$ cat config.mk
export PLATFORM = sky130hd
export DESIGN_NAME = seq_multiplier_flat
export DESIGN_NICKNAME = d
export VERILOG_FILES = /design/src/rtl/seq_multiplier_if.sv /design/src/rtl/seq_multiplier.sv /design/src/flat_wrapper.sv
export SDC_FILE = /design/constraint.sdc
export NUM_CORES = 1
export LEC_CHECK = 0
export CORE_ASPECT_RATIO = 1.75
export CORE_MARGIN = 2
export CORE_UTILIZATION = 40
export DETAILED_ROUTE_END_ITERATION = 8
export DONT_BUFFER_PORTS = 1
export SETUP_SLACK_MARGIN = 0.1
export SYNTH_ARGS = -nofsm -noshare
export SYNTH_HDL_FRONTEND = slang
export SYNTH_SLANG_ARGS = --single-unit
$ cat constraint.sdc
create_clock -name clk -period 3.7 [get_ports clk]
set_input_delay 0.74 -clock clk [delete_from_list [all_inputs] [get_ports clk]]
set_output_delay 0.74 -clock clk [all_outputs]
set_load 0.05 [all_outputs]
$ cat src/rtl/seq_multiplier_if.sv
// Request/result bundle between the issue logic and the shift-add multiplier.
interface seq_multiplier_if;
  logic        start;
  logic [63:0] opA;
  logic [63:0] opB;
  logic [4:0]  rdIn;
  logic        busy;
  logic        done;
  logic [63:0] product;
  logic [4:0]  rdOut;

  modport master (
    output start, opA, opB, rdIn,
    input  busy, done, product, rdOut
  );

  modport slave (
    input  start, opA, opB, rdIn,
    output busy, done, product, rdOut
  );
endinterface

$ cat src/rtl/seq_multiplier.sv
// 64x64 -> 64 shift-and-add multiplier with a fixed 64-cycle run phase.
// The result and its destination tag are presented for one cycle on done.
module seq_multiplier (
  input  logic             clk,
  input  logic             reset,
  seq_multiplier_if.slave  bus
);

  typedef enum logic [1:0] {StIdle, StRun, StDone} state_e;

  state_e      state_q, state_d;
  logic [63:0] mcand_q, mcand_d;
  logic [63:0] mplier_q, mplier_d;
  logic [63:0] acc_q, acc_d;
  logic [5:0]  count_q, count_d;
  logic [4:0]  tag_q, tag_d;
  logic [63:0] product_q, product_d;
  logic [4:0]  rdout_q, rdout_d;
  logic [63:0] acc_sum;

  // Low 64 bits are sign-agnostic, so the partial product is added unsigned.
  assign acc_sum = acc_q + (mplier_q[0] ? mcand_q : 64'd0);

  always_comb begin
    state_d   = state_q;
    mcand_d   = mcand_q;
    mplier_d  = mplier_q;
    acc_d     = acc_q;
    count_d   = count_q;
    tag_d     = tag_q;
    product_d = product_q;
    rdout_d   = rdout_q;
    unique case (state_q)
      StIdle: begin
        if (bus.start) begin
          mcand_d  = bus.opA;
          mplier_d = bus.opB;
          acc_d    = 64'd0;
          count_d  = 6'd0;
          tag_d    = bus.rdIn;
          state_d  = StRun;
        end
      end
      StRun: begin
        acc_d    = acc_sum;
        mcand_d  = mcand_q << 1;
        mplier_d = mplier_q >> 1;
        count_d  = count_q + 6'd1;
        if (count_q == 6'd63) begin
          product_d = acc_sum;
          rdout_d   = tag_q;
          state_d   = StDone;
        end
      end
      StDone: state_d = StIdle;
      default: state_d = StIdle;
    endcase
  end

  always_ff @(posedge clk) begin
    if (reset) begin
      state_q   <= StIdle;
      mcand_q   <= 64'd0;
      mplier_q  <= 64'd0;
      acc_q     <= 64'd0;
      count_q   <= 6'd0;
      tag_q     <= 5'd0;
      product_q <= 64'd0;
      rdout_q   <= 5'd0;
    end else begin
      state_q   <= state_d;
      mcand_q   <= mcand_d;
      mplier_q  <= mplier_d;
      acc_q     <= acc_d;
      count_q   <= count_d;
      tag_q     <= tag_d;
      product_q <= product_d;
      rdout_q   <= rdout_d;
    end
  end

  assign bus.busy    = (state_q == StRun);
  assign bus.done    = (state_q == StDone);
  assign bus.product = product_q;
  assign bus.rdOut   = rdout_q;

endmodule

$ cat src/flat_wrapper.sv
// flat-port wrapper written by rule: the top's interface ports become plain ports
module seq_multiplier_flat 
  (clk, reset, bus_start, bus_opA, bus_opB, bus_rdIn, bus_busy, bus_done, bus_product, bus_rdOut);
  seq_multiplier_if bus_i ();
  input  logic clk;
  input  logic reset;
  input wire logic [$bits(bus_i.start)-1:0] bus_start;
  input wire logic [$bits(bus_i.opA)-1:0] bus_opA;
  input wire logic [$bits(bus_i.opB)-1:0] bus_opB;
  input wire logic [$bits(bus_i.rdIn)-1:0] bus_rdIn;
  output wire logic [$bits(bus_i.busy)-1:0] bus_busy;
  output wire logic [$bits(bus_i.done)-1:0] bus_done;
  output wire logic [$bits(bus_i.product)-1:0] bus_product;
  output wire logic [$bits(bus_i.rdOut)-1:0] bus_rdOut;
  assign bus_i.start = bus_start;
  assign bus_i.opA = bus_opA;
  assign bus_i.opB = bus_opB;
  assign bus_i.rdIn = bus_rdIn;
  assign bus_busy = bus_i.busy;
  assign bus_done = bus_i.done;
  assign bus_product = bus_i.product;
  assign bus_rdOut = bus_i.rdOut;
  seq_multiplier u_core (.clk(clk), .reset(reset), .bus(bus_i));
endmodule
==> results.txt <==
- The worst register-to-register path begins at u_core.mplier_q[0].
* Filler cell count in the final layout: 3609
* Number of H-tree levels: 1
- Summed over all nets, the switching power comes to 1850 uW.
- Class of the tightest hold or removal check: in -> reg
- Transition time at the pin with the least slew margin: 1.18 ns
- The die is approximately 250 um tall.
- The first TritonRoute pass finished after 5 iterations.
* Total of buffers placed on input and output ports: 0
- Dividing the synthesized area by the synthesized cell count gives 7.46 sq um.
- In the final layout, the share of cells above drive strength 1 is 0.0861.
* Beginning of the worst hold path: reset
- Finished Core Util: 0.457
- Global-route congestion overflow total: 0
- Count of state elements after synthesis: 274
- Worst Slack Setup Final: 0.209 ns
- The initialized floorplan defines 91 standard-cell rows.
* Period utilization: 0.943
- Of the total power, combinational logic draws 0.102.
* Max Cap Violations: 0
- Cell taking the most area after synthesis: sky130_fd_sc_hd__dfxtp_1
- Prior to clock tree synthesis, the placed netlist has a worst setup slack of -0.0770 ns.
- Data arrives at the worst endpoint at 4.01 ns.
- The first global-routing pass estimated ~67000 um of wire.
- Initial antenna violation count: 1
* Crit start category: flip-flop
- Final period demand of the worst path: 3.49 ns
* Power Total: 6990 uW
- Dividing total power by cell area gives a power density of 433 mW/mm^2.
* Number of distinct library cells after synthesis: 66
* Share of power burned in registers: 0.461
* Largest net degree at the start of global routing: 165
* Die Area: 0.0375 sq mm
- Vias after detailed routing: 13300
- From synthesis to final layout, the design area changed by 12.5%.
- Relative slew margins: 0.215
- Crit Path Max Fanout: 4
- Syn. warnings: 0
- For this configuration, the core starts out at a cell density of 0.406.
- Across the VDD grid, the largest voltage drop is 325 uV.
- Counting the buffers created by CTS gives 27.
* Clock root cell: sky130_fd_sc_hd__clkbuf_16
- The share of total power dissipated in the clock network is 0.437.
- The number of nets handed over by synthesis was 2124.
- Internal Power: 5140 uW
- The clock reaches the later pin of the worst-skew pair after 0.58 ns.
* Number of cells traversed by the worst hold path: 1
- Post-synthesis sequential area ratio: 0.382
- After legalization and detailed placement, the total HPWL measured between 30000 and 40000 um.
* Total routing usage reported by global routing: 0.221
* Final number of max-transition violations: 0
- Pin placement for this block handled 207 I/O pins.
- Vias per std cell: 5.62
* Fraction of power spent switching nets: 0.265
- Global placement routability congestion: a little over 0.9
- Vias in the first global route: between 10000 and 15000
- Detailed Route Iter0 Violations: about 710
- Average detailed-routed wire length per instance: 18.4 um
* Hold Fails Final Rpt: 0
- The most critical setup path has its startpoint at u_core.mplier_q[0].
* Final #Nets: 2075
- Leading post-synthesis cells by instance count: sky130_fd_sc_hd__nor2_1, sky130_fd_sc_hd__dfxtp_1, sky130_fd_sc_hd__nand2_1
* Data required time of the critical path: 4.22 ns
- Derived from the worst setup path, the maximum achievable clock frequency is around 290 MHz.
- Post-synth ARST share: 0
* Die width: 147 um
- Clock skew on the completed layout was measured at 0.0225 ns.
* Most frequent cell after synthesis: sky130_fd_sc_hd__nor2_1
* Residual DRC count: 0
* Netlist area before placement: 0.0143 sq mm
* Inst Count DP: 2304
* Pleak: 0.00625 uW
- Area share of the largest cell type after synthesis: 0.382
- TritonCTS clock tree: yes
- Synthesis produced 1923 cells.
- Most frequently used flop master after synthesis: sky130_fd_sc_hd__dfxtp_1
* Register clock-pin slew on the reported worst setup and hold paths: 0.07 ns
- Once detail routing completed, the nets flagged for antenna violations numbered 0.
- Counting flops with a built-in enable in the synthesized netlist gives 0.
* Startpoint-to-endpoint class of the critical path: reg -> reg
* Setup repair after global routing missed its margin: yes
- Number of buffers on the longest clock path: 3
- Top cells by area, synth: sky130_fd_sc_hd__dfxtp_1, sky130_fd_sc_hd__nor2_1, sky130_fd_sc_hd__o21ai_0, sky130_fd_sc_hd__a21oi_1, sky130_fd_sc_hd__nand2_1
* Endpoints failing setup: 0
- The run finished with clean final reports.
* Worst setup EP type: flip-flop
* Final standard cell count with taps included and fillers excluded: about 2400
- Core outline area: 0.0353 sq mm
- The clock net in this run drives a total of 274 sinks.
- Number of cells on the worst reg-to-reg path: 17
- Total Routed Length: 43300 um
==> critical path: stages, from the launching register on <==
cell and delay (ns):
sky130_fd_sc_hd__dfxtp_4 0.37, sky130_fd_sc_hd__and2_4 0.15, sky130_fd_sc_hd__ha_4 0.12, sky130_fd_sc_hd__inv_1 0.05
sky130_fd_sc_hd__fa_2 0.40, sky130_fd_sc_hd__nor2b_2 0.13, sky130_fd_sc_hd__o211ai_1 0.14, sky130_fd_sc_hd__a31oi_1 0.23
sky130_fd_sc_hd__buf_4 0.17, sky130_fd_sc_hd__a31o_4 0.17, sky130_fd_sc_hd__nand4_1 0.15, sky130_fd_sc_hd__a21oi_2 0.25
sky130_fd_sc_hd__buf_4 0.16, sky130_fd_sc_hd__o21ai_2 0.08, sky130_fd_sc_hd__buf_6 0.14, sky130_fd_sc_hd__o21ba_4 0.22
sky130_fd_sc_hd__or4_4 0.41, sky130_fd_sc_hd__nand3_1 0.07
==> state kept, by name (all words and copies together), names as in the netlist <==
register            count
u_core.acc_q           64
u_core.bus.product     64
u_core.bus.rdOut        5
u_core.count_q          6
u_core.mcand_q         64
u_core.mplier_q        64
u_core.state_q          2
u_core.tag_q            5
==> cells by family (layout without fill, tap and decap cells) <==
logic type	after synthesis	after routing	share of synthesized area
simple gates	850	850	0.264
flops	274	274	0.382
other cells	0	1	0
mux	2	2	0.00148
compound gates	506	506	0.214
fa+ha+maj	65	65	0.0572
xor+xnor	63	63	0.0385
buf+inv	163	134	0.0431
==> power groups by stage <==
stage          logic, uW  registers, uW  clock network, uW
5_1_grt              812           3240               3220
4_1_cts              716           3220               3130
6_report             716           3220               3050
3_5_place_dp         713           3280                  0
2_1_floorplan        552           3240                  0
3_3_place_gp         698           3280                  0
==> area by class of cell <==
class	count	area, sq um	area share
multi-input combinational	1486	8480	0.526
sequential	274	5490	0.340
clock buffer	34	742	0.0460
tap	465	582	0.0361
timing repair buffer	61	507	0.0314
clock inverter	15	236	0.0147
inverter	24	91.3	0.00566
antenna	1	2.50	0.000155
==> layer usage <==
| metal | global-route usage | share of wire |
|---|---|---|
| met4 | 0.0871 | 0.038 |
| met5 | 0 | 0 |
| met1 | 0.237 | 0.38 |
| met3 | 0.0343 | 0.049 |
| met2 | 0.430 | 0.53 |
==> through the flow <==
| step | hold slack, ns | instance area, sq um | setup TNS (ns) |
|---|---|---|---|
| 2_1_floorplan | 0.432 | 14300 | 0 |
| 3_3_place_gp | 0.433 | 14900 | -0.0808 |
| 3_5_place_dp | 0.445 | 14900 | -0.124 |
| 4_1_cts | 0.232 | 15900 | 0 |
| 5_1_grt | 0.254 | 16100 | 0 |
| 6_report | 0.291 | 16100 | 0 |
==> placed cells by master (no fill, tap or decap), types with 3 or more instances in the layout <==
master and n:
sky130_fd_sc_hd__or3_1 3, sky130_fd_sc_hd__clkbuf_8 4, sky130_fd_sc_hd__nor2_1 306, sky130_fd_sc_hd__a211oi_1 11
sky130_fd_sc_hd__ha_2 4, sky130_fd_sc_hd__xor2_1 23, sky130_fd_sc_hd__and3_1 10, sky130_fd_sc_hd__or4_1 4
sky130_fd_sc_hd__clkbuf_16 27, sky130_fd_sc_hd__o21bai_1 14, sky130_fd_sc_hd__buf_6 3, sky130_fd_sc_hd__nor4_1 3
sky130_fd_sc_hd__clkinv_2 3, sky130_fd_sc_hd__o21a_1 11, sky130_fd_sc_hd__inv_1 23, sky130_fd_sc_hd__clkinvlp_4 4
sky130_fd_sc_hd__a21oi_1 167, sky130_fd_sc_hd__xnor2_1 38, sky130_fd_sc_hd__nand2_1 215, sky130_fd_sc_hd__a21o_1 22
sky130_fd_sc_hd__ha_1 55, sky130_fd_sc_hd__nor3_1 139, sky130_fd_sc_hd__dfxtp_1 272, sky130_fd_sc_hd__nor2b_1 4
sky130_fd_sc_hd__or2_2 3, sky130_fd_sc_hd__o211ai_1 6, sky130_fd_sc_hd__a21boi_0 3, sky130_fd_sc_hd__and2_1 69
sky130_fd_sc_hd__a31oi_1 13, sky130_fd_sc_hd__o21ai_0 175, sky130_fd_sc_hd__nand4_1 23, sky130_fd_sc_hd__a22o_1 35
sky130_fd_sc_hd__buf_12 3, sky130_fd_sc_hd__nand3_1 51, sky130_fd_sc_hd__o31ai_1 4, sky130_fd_sc_hd__ha_4 5
sky130_fd_sc_hd__buf_4 55, sky130_fd_sc_hd__bufinv_16 5, sky130_fd_sc_hd__clkbuf_1 3
==> path summary, 6_finish.rpt <==
kind,end,slack (ns)
setup reg to reg,u_core.bus.product[58],0.21
hold reg to reg,u_core.bus.rdOut[4],0.45
hold / removal,u_core.bus.product[52],0.29
setup / recovery,u_core.bus.product[58],0.21
==> repair_timing <==
item	CTS	global route
resized for setup	4	43
endpoints found under the setup margin	8	30
pin swaps	3	16
hold buffers	0	0
setup buffers	1	5
Note: power is estimated with default switching activity, not from simulation.
